<file path="src/rtl/tff_down_counter_pkg.sv">
// Shared constants for the T flip-flop down-counter.
// Width limits and the zero reference used by the zero compare.
package tff_down_counter_pkg;

    localparam int WIDTH_MIN = 2;
    localparam int WIDTH_MAX = 16;

    localparam logic [WIDTH_MAX-1:0] ZERO_VAL = '0;

endpackage

</file>
<file path="src/rtl/tff_down_counter_tff_cell.sv">
// Single T flip-flop bit cell.
// Synchronous active-low reset clears the bit to 0.
module tff_cell (
    input  logic clk,
    input  logic reset,
    input  logic T,
    output logic Q
);

    always_ff @(posedge clk) begin
        if (!reset) begin
            Q <= 1'b0;
        end else if (T) begin
            Q <= ~Q;
        end
    end

endmodule

</file>
<file path="src/rtl/tff_down_counter.sv">
// Synchronous down-counter built from T flip-flop cells.
// Parallel load, count enable, one-shot or auto-reload, registered tc.
module tff_down_counter
    import tff_down_counter_pkg::*;
#(
    parameter int WIDTH = 3
) (
    input  logic             clk,
    input  logic             reset,
    input  logic             load,
    input  logic [WIDTH-1:0] load_val,
    input  logic             en,
    input  logic             auto_reload,
    output logic [WIDTH-1:0] Q,
    output logic             zero,
    output logic             tc
);

    if (WIDTH < WIDTH_MIN || WIDTH > WIDTH_MAX) begin : g_bad_width
        $error("tff_down_counter: WIDTH out of range");
    end

    logic [WIDTH-1:0] reload_q;
    logic [WIDTH-1:0] t;
    logic [WIDTH-1:0] d;
    logic [WIDTH:0]   low_zero;
    logic             at_one;
    logic             dec;
    logic             rld;
    logic             set;

    assign zero   = (Q == ZERO_VAL[WIDTH-1:0]);
    assign at_one = (Q == WIDTH'(1));
    assign dec    = !load && en && !zero;
    assign rld    = !load && en && zero && auto_reload;
    assign set    = load || rld;
    assign d      = load ? load_val : reload_q;

    // Bit i toggles on decrement when every lower bit is 0 (borrow).
    always_comb begin
        low_zero    = '0;
        low_zero[0] = 1'b1;
        for (int i = 0; i < WIDTH; i++) begin
            low_zero[i+1] = low_zero[i] & ~Q[i];
        end
        t = '0;
        for (int i = 0; i < WIDTH; i++) begin
            t[i] = set ? (Q[i] ^ d[i]) : (dec & low_zero[i]);
        end
    end

    for (genvar i = 0; i < WIDTH; i++) begin : g_cell
        tff_cell u_cell (
            .clk   (clk),
            .reset (reset),
            .T     (t[i]),
            .Q     (Q[i])
        );
    end

    always_ff @(posedge clk) begin
        if (!reset) begin
            reload_q <= '0;
        end else if (load) begin
            reload_q <= load_val;
        end
    end

    always_ff @(posedge clk) begin
        if (!reset) begin
            tc <= 1'b0;
        end else begin
            tc <= dec && at_one;
        end
    end

endmodule

</file>
<file path="config.mk">
export PLATFORM = sky130hd
export DESIGN_NAME = tff_down_counter
export DESIGN_NICKNAME = d
export VERILOG_FILES = /design/src/rtl/tff_down_counter_pkg.sv /design/src/rtl/tff_down_counter_tff_cell.sv /design/src/rtl/tff_down_counter.sv
export SDC_FILE = /design/constraint.sdc
export NUM_CORES = 1
export LEC_CHECK = 0
export BUFFER_PORTS_ARGS = -buffer_cell sky130_fd_sc_hd__buf_2
export CAP_MARGIN = 30
export CELL_PAD_IN_SITES_DETAIL_PLACEMENT = 1
export CELL_PAD_IN_SITES_GLOBAL_PLACEMENT = 1
export CORE_AREA = 2 2 39 41
export CTS_CLUSTER_SIZE = 14
export DETAILED_ROUTE_END_ITERATION = 6
export DIE_AREA = 0 0 41 43
export PLACE_DENSITY = 0.68
export REMOVE_ABC_BUFFERS = 1
export SLEW_MARGIN = 10
export SYNTH_ARGS = -nofsm -noshare
export SYNTH_HDL_FRONTEND = slang
export SYNTH_HIERARCHICAL = 1
export SYNTH_SLANG_ARGS = --single-unit
</file>
<file path="constraint.sdc">
create_clock -name clk -period 3.1 [get_ports clk]
set_input_delay 0.155 -clock clk [delete_from_list [all_inputs] [get_ports clk]]
set_output_delay 0.155 -clock clk [all_outputs]
set_load 0.02 [all_outputs]
</file>
After elaboration in Yosys (flattened, before gate mapping)
Index checks and enable logic that the tools add are counted.
W data, S select, Z words.
{ "totals": {"register_bits": 7, "in_bits": 8, "out_inout_bits": 5, "elab_cells": 28} }
{ "op_classes": {"eq_ne": 1, "n_mux": 4, "bitwise": 9, "n_reduce_logical": 9} }
{ "op_table": {"columns": ["operator", "n"], "rows": [
  ["$logic_and A1 B1 Y1", 5],
  ["$and A1 B1 Y1", 3],
  ["$eq A3 B1 Y1 const B", 1],
  ["$logic_not A3 Y1", 1],
  ["$mux W1", 3],
  ["$mux W3", 1],
  ["$not A1 Y1", 3],
  ["$xor A1 B1 Y1", 3],
  ["$logic_not A1 Y1", 2],
  ["$logic_or A1 B1 Y1", 1]
]} }

Logic depth before layout (Yosys ltp)
Gate-level depths: netlist of the first run.
{ "logic_depth": {"depth_word": 6, "mapped_depth": 6, "depth_no_buf": 5} }

By module
Netlist of the first run, hierarchy kept.
{ "by_module_without_submodules": {"columns": ["module", "instances", "cells_per_inst", "area_per_inst_um2", "seq_area_each_um2"], "rows": [
  ["tff_down_counter", 1, 26, 245.2, 80.1],
  ["tff_cell", 3, 3, 35.0, 20.0]
]} }

Least setup slack after synthesis of the first run
No wires, ideal clock.
{ "synth_timing": {"kind": "register -> register", "startpoint": "register g_cell[0].u_cell.Q", "endpoint": "register g_cell[2].u_cell.Q", "setup_time_ns": 0.115, "t_arrival_ns": 1.678, "required_time_ns": 2.985, "setup_slack_ns": 1.307, "path_stages_with_launch": 6, "path_buffers": 0, "synth_period_minus_slack_ns": 1.793, "cell_sequence": "dfxtp_1 nor3_1 a31oi_1 o21ai_0 xor2_1 and2_1"} }
{ "synth_via": {"elab_chain_len": 5, "elab_cells_between_ends": 10, "classes_between": "mux: 1; bitwise: 3; reduce/logical: 6"} }
{ "synth_rtl": {"columns": ["item", "line_no", "text"], "rows": [
  ["start, declared", "tff_down_counter_tff_cell.sv:7", "output logic Q"],
  ["start signal, assigned", "tff_down_counter_tff_cell.sv:14", "Q <= ~Q;"],
  ["$logic_not A3 Y1 *", "tff_down_counter.sv:32", "assign zero = (Q == ZERO_VAL[WIDTH-1:0]);"],
  ["net zero", "tff_down_counter.sv:15", "output logic zero,"],
  ["$logic_not A1 Y1 / $logic_and A1 B1 Y1 (equally long branches)", "tff_down_counter.sv:34, tff_down_counter.sv:35", null],
  ["$logic_and A1 B1 Y1 (on tied branches)", "tff_down_counter.sv:34, tff_down_counter.sv:35", null],
  ["$and A1 B1 Y1 / $logic_or A1 B1 Y1 (equally long branches)", "tff_down_counter.sv:48, tff_down_counter.sv:36", null],
  ["$mux W1 *", "tff_down_counter.sv:48", "t[i] = set ? (Q[i] ^ d[i]) : (dec & low_zero[i]);"],
  ["net t[2]", "tff_down_counter.sv:24", "logic [WIDTH-1:0] t;"],
  ["end signal, assigned", "tff_down_counter_tff_cell.sv:14", null],
  ["end, declared", "tff_down_counter_tff_cell.sv:7", null]
]} }
The timed path passes the listed nets; every way through them passes the cells marked *.
A chain may end at the register's enable or synchronous reset.

Final worst setup path of the first run
{ "layout_timing": {"startpoint": "register g_cell[2].u_cell.Q", "endpoint": "register g_cell[2].u_cell.Q"} }
{ "layout_via": {"elab_chain_len": 5, "elab_cells_between_ends": 10, "classes_between": "mux: 1; bitwise: 3; reduce/logical: 6"} }
{ "layout_rtl": {"columns": ["item", "line_no"], "rows": [
  ["$logic_not A3 Y1", "tff_down_counter.sv:32"],
  ["$logic_not A1 Y1 / $logic_and A1 B1 Y1 (equally long branches)", "tff_down_counter.sv:34, tff_down_counter.sv:35"],
  ["$logic_and A1 B1 Y1 (on tied branches)", "tff_down_counter.sv:34, tff_down_counter.sv:35"],
  ["$and A1 B1 Y1 / $logic_or A1 B1 Y1 (equally long branches)", "tff_down_counter.sv:48, tff_down_counter.sv:36"],
  ["$mux W1 *", "tff_down_counter.sv:48"],
  ["net t[2]", "tff_down_counter.sv:24"]
]} }
Marks and branches as above.

==> flow_metrics.env, run 1 <==
export IMPL_timing_final_hold_violations=0
export IMPL_synth_distinct_cells=17
export IMPL_cp_top_family="simple AND/OR/NAND/NOR gates"
export IMPL_remaining_design_rule_violation_count=0
export IMPL_pwr_density_cell_mw_per_mm2=866
export IMPL_chipWidth_um=41
export IMPL_setup_viol_count_final=0
export IMPL_hold_class="in -> reg"
export IMPL_layout_cell_share_with_drive_strength_beyond_1_pct=34.0
export IMPL_crit_type="reg -> reg"
export IMPL_row_count=14
export IMPL_path_clk_slew_ns=0.06
export IMPL_drt_wirelength_per_cell_um=10.7
export IMPL_switching_share_of_total_power_pct=39.9
export IMPL_grt_usage_pct=9.63
export IMPL_synth_seq_area_share_pct=40.0
export IMPL_io_pin_count=13
export IMPL_layout_worst_path_cycle_share_pct=46.9
export IMPL_totalNegativeSetupSlack_ns=0
export IMPL_grt_pass1_vias=257
export IMPL_fillerInstances=178
export IMPL_comb_power_share_pct=41.8
export IMPL_worstPathMaxFanout=6
export IMPL_critPathSlowestCell="sky130_fd_sc_hd__dfxtp_1"
export IMPL_rsz0062_at_grt="false"
export IMPL_cts_root_buf="sky130_fd_sc_hd__clkbuf_4"
export IMPL_vias_per_cell=4.45
export IMPL_seqPwrFrac_pct=37.0
export IMPL_post_cts_buffers=0
export IMPL_dp_slack_ns=1.65
export IMPL_die_height_um=43
export IMPL_layout_setup_ws_ns=1.65
export IMPL_drt_initial_drc_count=3
export IMPL_clock_skew_ns=0.00708
export IMPL_synth_adder_area_share_pct=0
export IMPL_tightest_slew_ns=0.296
export IMPL_p_sw_uw=154
export IMPL_ys_ff_latch=7
export IMPL_end_kind="flop"
export IMPL_final_cell_count_without_fillers=66
export IMPL_detailroute_via_count=294
export IMPL_post_route_min_period_ns=1.45
export IMPL_holdBufCountCts=0
export IMPL_synth_top_family_by_area="simple AND/OR/NAND/NOR gates"
export IMPL_cp_num_buf_inv=0
export IMPL_wl_um=707
export IMPL_final_seq_area_sq_um=140
export IMPL_most_common_library_cell_in_the_layout_ignoring_fill_and_taps="sky130_fd_sc_hd__buf_2"
export IMPL_run_status="finished clean"
export IMPL_final_cell_mix="sky130_fd_sc_hd__buf_2 (12), sky130_fd_sc_hd__dfxtp_1 (7), sky130_fd_sc_hd__xor2_1 (6)"
export IMPL_yosys_area_share_xor_xnor_pct=15.0
export IMPL_cts_resized=0
export IMPL_setup_reg_to_reg_worst_slack_ns=1.65
export IMPL_yosys_area_share_simple_pct=23.6
export IMPL_core_sq_mm=0.00138
export IMPL_fmaxAchievable_mhz=688
export IMPL_clock_tree_from_tritoncts="built"
export IMPL_tritoncts_buffer_count=3
export IMPL_htree_levels=1
export IMPL_multiplexer_fraction_of_the_synthesized_cell_area_pct=8.57
export IMPL_floorplan_initialDensity_pct=25.3
export IMPL_leakage_uw=0.000218
export IMPL_grt_start_max_net_pins=8
export IMPL_grt_overflow_total=0
export IMPL_synthesized_area_fraction_occupied_by_ao_oa_aoi_and_oai_cells_pct=9.64
export IMPL_port_buffers=12
export IMPL_grt_antenna_before_repair=0
export IMPL_number_of_nets_still_failing_antenna_checks_after_routing=0
export IMPL_drtPass1Iterations=2
export IMPL_hpwl_um=559
export IMPL_critical_path_max_stage_delay_ns=0.37
export IMPL_multi_input_gate_area_in_the_final_layout_sq_um=199
export IMPL_int_pwr_uw=232
export IMPL_cts_sinks=7
export IMPL_cp_start_kind="flop"
export IMPL_maxCapViolCount=0
export IMPL_dp_cells=62
export IMPL_gp_congestion=0.614
export IMPL_first_pass_grt_wire_length_um=1120
export IMPL_synth_warning_count=6
export IMPL_cts_max_path_buffers=2
export IMPL_slew_viol_final=0
export IMPL_fin_nets=59
export IMPL_vdd_ir_drop_worst_mv=0.221
export IMPL_critPathArrivalTime_ns=1.59
export IMPL_post_synth_instance_area_sq_um=350
export IMPL_syn_instance_count=35
export IMPL_clock_power_share_pct=21.2
export IMPL_num_antenna_cells=0
export IMPL_insertion_delay_ns=0.25
export IMPL_maxSlewHeadroom_pct=80.1
export IMPL_synthesis_area_per_instance_sq_um=10.0
export IMPL_fp_dieArea_sq_mm=0.00176
export IMPL_worst_ep_required_time_ns=3.24
export IMPL_flow_area_growth_from_synthesis_pct=27.1
export IMPL_path_cells="nor3_1, a31oi_1, o21ai_0, xor2_1, and2_1"
[power by group through the flow]
stage / Sequential (uW) / Combinational, uW / Clock, uW
after floorplan: 161 / 94.8 / 0
after global placement: 144 / 159 / 0
after detailed placement: 145 / 163 / 0
after CTS: 143 / 163 / 85.7
after global routing: 148 / 177 / 97.3
final: 143 / 161 / 81.7
[final timing paths]
path                                        start                               to  cells past startpoint
setup / recovery  g_cell[2].u_cell/Q$_SDFFE_PN0P_  g_cell[2].u_cell/Q$_SDFFE_PN0P_                      5
hold / removal                                 en                    tc$_SDFF_PN0_                      3
setup reg to reg  g_cell[2].u_cell/Q$_SDFFE_PN0P_  g_cell[2].u_cell/Q$_SDFFE_PN0P_                      5
hold reg to reg            reload_q[1]$_SDFF_PN0_           reload_q[1]$_SDFF_PN0_                      2
[flip-flops by register name, indices dropped and copies added, names as in the netlist]
name,count
g_cell.u_cell/Q,3
reload_q,3
tc,1
[layer usage]
| metal | wire length (um) | up-vias | track usage [%] | share of wire (%) |
|---|---|---|---|---|
| met4 | 0 | 0 | 6.00 | 0 |
| met3 | 26 | 0 | 3.14 | 3.7 |
| li1 | - | 152 | - | - |
| met1 | 320 | 136 | 11.9 | 45 |
| met5 | 0 | - | 0 | 0 |
| met2 | 359 | 6 | 13.8 | 51 |
[synthesized netlist by cell type]
library cell	number	area [sq um]
sky130_fd_sc_hd__nor3_1	1	5.00
sky130_fd_sc_hd__a21o_2	1	8.76
sky130_fd_sc_hd__nand2_1	1	3.75
sky130_fd_sc_hd__nand3_1	1	5.00
sky130_fd_sc_hd__or4b_1	1	10.0
sky130_fd_sc_hd__a21oi_1	1	5.00
sky130_fd_sc_hd__xor2_1	6	52.6
sky130_fd_sc_hd__nor2b_1	3	18.8
sky130_fd_sc_hd__o21ai_0	1	5.00
sky130_fd_sc_hd__a31oi_1	1	6.26
sky130_fd_sc_hd__buf_6	1	11.3
sky130_fd_sc_hd__nand2b_4	1	13.8
sky130_fd_sc_hd__o32ai_1	1	8.76
sky130_fd_sc_hd__and2_1	3	18.8
sky130_fd_sc_hd__mux2i_1	3	30.0
sky130_fd_sc_hd__dfxtp_1	7	140
sky130_fd_sc_hd__nor2_1	2	7.51
[kinds of logic (layout without fill, tap and decap cells)]
kind of cell	Yosys count	in the layout
AOI/OAI and AO/OA	5	5
muxes	3	3
and+or+nand+nor	13	13
buffers and inverters	1	16
DFF	7	7
xor gates and xnor gates	6	6
[through the flow]
step	hold slack, ns	total power (uW)	area, sq um	utilization (%)
4_1_cts	0.179	392	445	32.2
5_1_grt	0.181	422	445	32.2
3_3_place_gp	0.447	303	419	30.3
6_report	0.184	386	445	32.2
3_5_place_dp	0.450	308	419	30.3
2_1_floorplan	0.277	256	339	-
[area by class of cell]
cell class / count / area share (%)
well taps: 16 / 4.49
flip-flops and latches: 7 / 31.5
multi-input cells: 27 / 44.7
clock buffers: 4 / 5.90
repair buffers: 12 / 13.5
[worst min-delay path, stage by stage]
cell and delay [ns]:
sky130_fd_sc_hd__buf_2 0.12, sky130_fd_sc_hd__nand2b_4 0.07, sky130_fd_sc_hd__nor2_1 0.04
No activity file was read; power rests on OpenSTA's default activity.
==> run 2: changes to the inputs <==
--- a/config.mk
+++ b/config.mk
@@ -13,7 +13,7 @@
 export CTS_CLUSTER_SIZE = 14
 export DETAILED_ROUTE_END_ITERATION = 6
 export DIE_AREA = 0 0 41 43
-export PLACE_DENSITY = 0.68
+export PLACE_DENSITY = 0.71
 export REMOVE_ABC_BUFFERS = 1
 export SLEW_MARGIN = 10
 export SYNTH_ARGS = -nofsm -noshare
==> constraint.sdc (replaced) <==
create_clock -name clk -period 1.25 [get_ports clk]
set_input_delay 0.0625 -clock clk [delete_from_list [all_inputs] [get_ports clk]]
set_output_delay 0.0625 -clock clk [all_outputs]
set_load 0.02 [all_outputs]
==> run 2 against run 1 <==
The run now ends with negative setup slack left. Total power rose to 2.9 times the previous value. Clock skew fell by 0.0043 ns. Sequential share of layout area fell by 3.7 points. Die area did not move. Via count rose by 8.8%. Final cell count rose by 7.6%. Clock-buffer cell count did not move. Largest cell class unchanged. Highest routed layer unchanged.
==> flow_metrics.env, run 2 (synthesis results as in run 1) <==
export IMPL_fin_nets=64
export IMPL_grt_overflow_total=0
export IMPL_path_clk_slew_ns=0.05
export IMPL_clock_skew_ns=0.00281
export IMPL_remaining_design_rule_violation_count=0
export IMPL_vdd_ir_drop_worst_mv=0.619
export IMPL_most_common_library_cell_in_the_layout_ignoring_fill_and_taps="sky130_fd_sc_hd__buf_2"
export IMPL_cp_top_family="simple AND/OR/NAND/NOR gates"
export IMPL_crit_type="reg -> reg"
export IMPL_grt_antenna_before_repair=0
export IMPL_critPathSlowestCell="sky130_fd_sc_hd__or4b_1"
export IMPL_hold_depth=3
export IMPL_drt_wirelength_per_cell_um=12.8
export IMPL_leakage_uw=0.000247
export IMPL_end_kind="flop"
export IMPL_first_pass_grt_wire_length_um=1300
export IMPL_timing_final_hold_violations=0
export IMPL_layout_cell_share_with_drive_strength_beyond_1_pct=54.5
export IMPL_tightest_slew_ns=0.230
export IMPL_drtPass1Iterations=4
export IMPL_worstPathMaxFanout=5
export IMPL_layout_setup_ws_ns=-0.0517
export IMPL_clock_tree_from_tritoncts="built"
export IMPL_wl_um=907
export IMPL_run_status="finished, violations left"
export IMPL_failed_checks="negative setup slack"
export IMPL_insertion_delay_ns=0.25
export IMPL_drt_initial_drc_count=3
export IMPL_io_pin_count=13
export IMPL_port_buffers=12
export IMPL_hold_class="in -> reg"
export IMPL_fmaxAchievable_mhz=768
export IMPL_number_of_nets_still_failing_antenna_checks_after_routing=0
export IMPL_dp_cells=67
export IMPL_fillerInstances=172
export IMPL_vias_per_cell=4.51
export IMPL_grt_start_max_net_pins=8
export IMPL_num_antenna_cells=0
export IMPL_core_sq_mm=0.00138
export IMPL_final_cell_count_without_fillers=71
export IMPL_cts_sinks=7
export IMPL_htree_levels=1
export IMPL_cts_root_buf="sky130_fd_sc_hd__clkbuf_4"
export IMPL_maxSlewHeadroom_pct=84.2
export IMPL_totalNegativeSetupSlack_ns=-0.0517
export IMPL_fp_dieArea_sq_mm=0.00176
export IMPL_critical_path_max_stage_delay_ns=0.50
export IMPL_pwr_density_cell_mw_per_mm2=2180
export IMPL_rsz0062_at_grt="true"
export IMPL_worst_ep_required_time_ns=1.39
export IMPL_final_seq_area_sq_um=144
export IMPL_setup_viol_count_final=1
export IMPL_detailroute_via_count=320
export IMPL_post_route_min_period_ns=1.30
export IMPL_report_power_total_uw=1130
export IMPL_critPathArrivalTime_ns=1.44
export IMPL_cp_num_buf_inv=0
export IMPL_grt_pass1_vias=316
export IMPL_largestRegisters="g_cell.u_cell/Q: 3 flops, reload_q: 3 flops, tc: 1 flops"
export IMPL_chipWidth_um=41
export IMPL_grt_usage_pct=11.3
export IMPL_number_of_cells_on_the_worst_reg_to_reg_path=4
export IMPL_gp_congestion=0.665
export IMPL_tritoncts_buffer_count=3
export IMPL_maxCapViolCount=0
export IMPL_die_height_um=43
export IMPL_path_cells="or4b_1, o21ai_1, xor2_1, and2_1"
export IMPL_slew_viol_final=0
export IMPL_flow_area_growth_from_synthesis_pct=48.2
export IMPL_floorplan_initialDensity_pct=25.3
export IMPL_cp_start_kind="flop"
export IMPL_final_cell_mix="sky130_fd_sc_hd__buf_2 (12), sky130_fd_sc_hd__xor2_1 (6), sky130_fd_sc_hd__buf_4 (5)"
export IMPL_layout_worst_path_cycle_share_pct=104
export IMPL_row_count=14
export IMPL_multi_input_gate_area_in_the_final_layout_sq_um=231
export IMPL_instance_count_on_the_critical_path=4
export IMPL_cts_max_path_buffers=2
-- run 2: cell types whose count changed in the layout (fill, tap and decap cells not counted), sizes merged --
| cell | before | now |
|---|---|---|
| buf | 12 | 17 |
-- run 2: path summary, 6_finish.rpt --
kind	startpoint	to	slack, ns
worst max-delay path	g_cell[1].u_cell/Q$_SDFFE_PN0P_	g_cell[2].u_cell/Q$_SDFFE_PN0P_	-0.05
worst min-delay path	load_val[0]	reload_q[0]$_SDFF_PN0_	0.10
worst max register to register	g_cell[1].u_cell/Q$_SDFFE_PN0P_	g_cell[2].u_cell/Q$_SDFFE_PN0P_	-0.05
worst min register to register	reload_q[2]$_SDFF_PN0_	reload_q[2]$_SDFF_PN0_	0.53
-- run 2: worst reg2reg max path: stages, from the launching register on --
cell                      delay [ns]
sky130_fd_sc_hd__dfxtp_2        0.35
sky130_fd_sc_hd__or4b_1         0.50
sky130_fd_sc_hd__o21ai_1        0.11
sky130_fd_sc_hd__xor2_1         0.08
sky130_fd_sc_hd__and2_1         0.15
-- run 2: repair_timing --
action / 4_1_cts / 5_1_grt
cloned: 0 / 0
buffers inserted: 0 / 0
pin swaps: 2 / 2
resized for setup: 4 / 6
hold buffers: 0 / 0
endpoints found under the setup margin: 3 / 3
-- run 2: layout make-up --
type / instances / share of cell area, %
Sequential cell: 7 / 27.7
Multi-Input combinational cell: 27 / 44.6
Clock buffer: 4 / 5.06
Timing Repair Buffer: 17 / 18.8
Tap cell: 16 / 3.86
-- run 2: metrics by stage --
stage	area (sq um)	worst slack [ns]	hold slack, ns	util (%)
finish	519	-0.0517	0.102	37.5
global route	519	-0.158	0.118	37.5
CTS	490	-0.0300	0.0988	35.4
detailed placement	457	-0.114	0.362	33.0
global placement	457	-0.0769	0.355	33.0
floorplan	339	-0.543	0.184	-
-- run 2: power breakdown --
part,switching [uW],internal (uW),total [uW]
combinational,305,270,575
clock,84.0,122,206
sequential,67.4,285,352
-- run 2: routing by layer --
| metal | GRT usage, % | vias up | part of all wire (%) | wire length (um) |
|---|---|---|---|---|
| li1 | - | 160 | - | - |
| met1 | 11.9 | 147 | 40 | 367 |
| met2 | 18.1 | 13 | 52 | 473 |
| met3 | 3.14 | 0 | 7.3 | 66 |
| met4 | 8.00 | 0 | 0 | 0 |
| met5 | 0 | - | 0 | 0 |
==> run 3: changes to the inputs <==
--- a/config.mk
+++ b/config.mk
@@ -6,15 +6,17 @@
 export NUM_CORES = 1
 export LEC_CHECK = 0
 export BUFFER_PORTS_ARGS = -buffer_cell sky130_fd_sc_hd__buf_2
-export CAP_MARGIN = 30
+export CAP_MARGIN = 10
 export CELL_PAD_IN_SITES_DETAIL_PLACEMENT = 1
 export CELL_PAD_IN_SITES_GLOBAL_PLACEMENT = 1
 export CORE_AREA = 2 2 39 41
 export CTS_CLUSTER_SIZE = 14
 export DETAILED_ROUTE_END_ITERATION = 6
 export DIE_AREA = 0 0 41 43
+export HOLD_SLACK_MARGIN = 0.06
 export PLACE_DENSITY = 0.71
 export REMOVE_ABC_BUFFERS = 1
+export SETUP_SLACK_MARGIN = 0.05
 export SLEW_MARGIN = 10
 export SYNTH_ARGS = -nofsm -noshare
 export SYNTH_HDL_FRONTEND = slang
==> run 3 against run 2 <==
The flow still finishes with violations (negative setup slack). Utilization did not move. Cell area did not move. Maximum frequency barely moved. Global-route usage did not move. Setup slack got worse by 0.0011 ns. Routed wire length fell by 0.33%.
==> flow_metrics.env, run 3 (synthesis results as in run 1) <==
export IMPL_fp_dieArea_sq_mm=0.00176
export IMPL_clock_power_share_pct=18.2
export IMPL_met2_length_um=473
export IMPL_grt_usage_pct=11.3
export IMPL_fmaxAchievable_mhz=768
export IMPL_grt_overflow_total=0
export IMPL_most_common_library_cell_in_the_layout_ignoring_fill_and_taps="sky130_fd_sc_hd__buf_2"
export IMPL_switching_share_of_total_power_pct=40.3
export IMPL_crit_reg2reg_launch="g_cell[1].u_cell/Q$_SDFFE_PN0P_"
export IMPL_row_count=14
export IMPL_rsz0062_at_grt="true"
export IMPL_seqPwrFrac_pct=31.1
export IMPL_critical_path_reg2reg_endpoint="g_cell[2].u_cell/Q$_SDFFE_PN0P_"
export IMPL_dp_cells=67
export IMPL_clock_tree_from_tritoncts="built"
export IMPL_cts_root_buf="sky130_fd_sc_hd__clkbuf_4"
export IMPL_int_pwr_uw=674
export IMPL_num_antenna_cells=0
export IMPL_hold_depth=3
export IMPL_drtPass1Iterations=4
export IMPL_slew_viol_final=0
export IMPL_cp_start_kind="flop"
export IMPL_post_route_min_period_ns=1.30
export IMPL_layout_cell_share_with_drive_strength_beyond_1_pct=54.5
export IMPL_number_of_nets_still_failing_antenna_checks_after_routing=0
export IMPL_largestRegisters="g_cell.u_cell/Q: 3 flops, reload_q: 3 flops, tc: 1 flops"
export IMPL_maxCapViolCount=0
export IMPL_flow_area_growth_from_synthesis_pct=48.2
export IMPL_worstPathMaxFanout=5
export IMPL_maxSlewHeadroom_pct=84.4
export IMPL_drt_wirelength_per_cell_um=12.7
export IMPL_vdd_ir_drop_worst_mv=0.617
export IMPL_chipWidth_um=41
export IMPL_crit_type="reg -> reg"
export IMPL_remaining_design_rule_violation_count=0
export IMPL_insertion_delay_ns=0.25
export IMPL_layout_setup_ws_ns=-0.0528
export IMPL_wl_met3_um=66
export IMPL_grt_antenna_before_repair=0
export IMPL_final_cell_mix="sky130_fd_sc_hd__buf_2 (12), sky130_fd_sc_hd__xor2_1 (6), sky130_fd_sc_hd__buf_4 (5)"
export IMPL_hold_class="in -> reg"
export IMPL_critPathArrivalTime_ns=1.44
export IMPL_tritoncts_buffer_count=3
export IMPL_run_status="finished, violations left"
export IMPL_report_power_total_uw=1130
export IMPL_final_cell_count_without_fillers=71
export IMPL_setup_reg_to_reg_worst_slack_ns=-0.05
export IMPL_clock_skew_ns=0.00277
export IMPL_tightest_slew_ns=0.227
export IMPL_pwr_density_cell_mw_per_mm2=2180
export IMPL_floorplan_initialDensity_pct=25.3
export IMPL_hold_path_end="reload_q[0]$_SDFF_PN0_"
export IMPL_first_pass_grt_wire_length_um=1300
export IMPL_htree_levels=1
export IMPL_post_cts_buffers=0
export IMPL_min_from="load_val[0]"
export IMPL_failed_checks="negative setup slack"
export IMPL_detailroute_via_count=320
export IMPL_worst_ep_required_time_ns=1.39
export IMPL_end_kind="flop"
export IMPL_cts_sinks=7
export IMPL_setup_viol_count_final=1
export IMPL_leakage_uw=0.000247
export IMPL_post_route_m1_wl_um=364
export IMPL_number_of_cells_on_the_worst_reg_to_reg_path=4
export IMPL_grt_pass1_vias=317
export IMPL_cts_max_path_buffers=2
export IMPL_layout_worst_path_cycle_share_pct=104
export IMPL_drt_initial_drc_count=3
export IMPL_comb_power_share_pct=50.6
export IMPL_timing_final_hold_violations=0
export IMPL_p_sw_uw=455
export IMPL_core_sq_mm=0.00138
export IMPL_port_buffers=12
export IMPL_fin_nets=64
export IMPL_gp_congestion=0.665
export IMPL_dp_slack_ns=-0.114
export IMPL_wl_um=904
export IMPL_grt_start_max_net_pins=8
export IMPL_top_signal_layer_used="met3"
export IMPL_io_pin_count=13
export IMPL_totalNegativeSetupSlack_ns=-0.0528
export IMPL_die_height_um=43
export IMPL_vias_per_cell=4.51
export IMPL_path_clk_slew_ns=0.05
-- run 3: power by group through the flow --
stage	Clock (uW)	Combinational, uW	Sequential [uW]
3_3_place_gp	0	512	318
2_1_floorplan	0	235	400
5_1_grt	227	640	359
4_1_cts	217	524	332
3_5_place_dp	0	511	322
6_report	206	572	352
-- run 3: repair_timing --
action / 4_1_cts / 5_1_grt
resized for setup: 4 / 6
hold buffers: 0 / 0
pin swaps: 3 / 2
endpoints found under the setup margin: 3 / 3
-- run 3: layout make-up --
cell class,instances,area (sq um)
Fill cell,172,865
Multi-Input combinational cell,27,231
Sequential cell,7,144
Timing Repair Buffer,17,97.6
Clock buffer,4,26.3
Tap cell,16,20.0
-- run 3: worst max-delay path by stage --
stage | from | to | cells past startpoint
final | g_cell[1].u_cell/Q$_SDFFE_PN0P_ | g_cell[2].u_cell/Q$_SDFFE_PN0P_ | 4
after floorplan | g_cell[0].u_cell/Q$_SDFFE_PN0P_ | g_cell[2].u_cell/Q$_SDFFE_PN0P_ | 5
after detailed placement | g_cell[2].u_cell/Q$_SDFFE_PN0P_ | g_cell[2].u_cell/Q$_SDFFE_PN0P_ | 5
after CTS | g_cell[1].u_cell/Q$_SDFFE_PN0P_ | g_cell[2].u_cell/Q$_SDFFE_PN0P_ | 4
after global routing | g_cell[1].u_cell/Q$_SDFFE_PN0P_ | g_cell[2].u_cell/Q$_SDFFE_PN0P_ | 5
after global placement | g_cell[2].u_cell/Q$_SDFFE_PN0P_ | g_cell[2].u_cell/Q$_SDFFE_PN0P_ | 5
-- run 3: critical path, stage by stage (launching register included) --
cell	delay [ns]
sky130_fd_sc_hd__dfxtp_2	0.35
sky130_fd_sc_hd__or4b_1	0.50
sky130_fd_sc_hd__o21ai_1	0.11
sky130_fd_sc_hd__xor2_1	0.08
sky130_fd_sc_hd__and2_1	0.15
-- run 3: layer usage --
| layer | global-route usage [%] | vias up |
|---|---|---|
| met5 | 0 | - |
| met4 | 8.00 | 0 |
| met3 | 3.14 | 0 |
| met2 | 18.1 | 13 |
| met1 | 11.9 | 147 |
| li1 | - | 160 |
-- run 3: metrics by stage --
step,hold WS (ns),utilization [%],instance area (sq um)
floorplan,0.184,-,339
global placement,0.355,33.0,457
detailed placement,0.362,33.0,457
CTS,0.0988,35.4,490
global route,0.118,37.5,519
finish,0.102,37.5,519
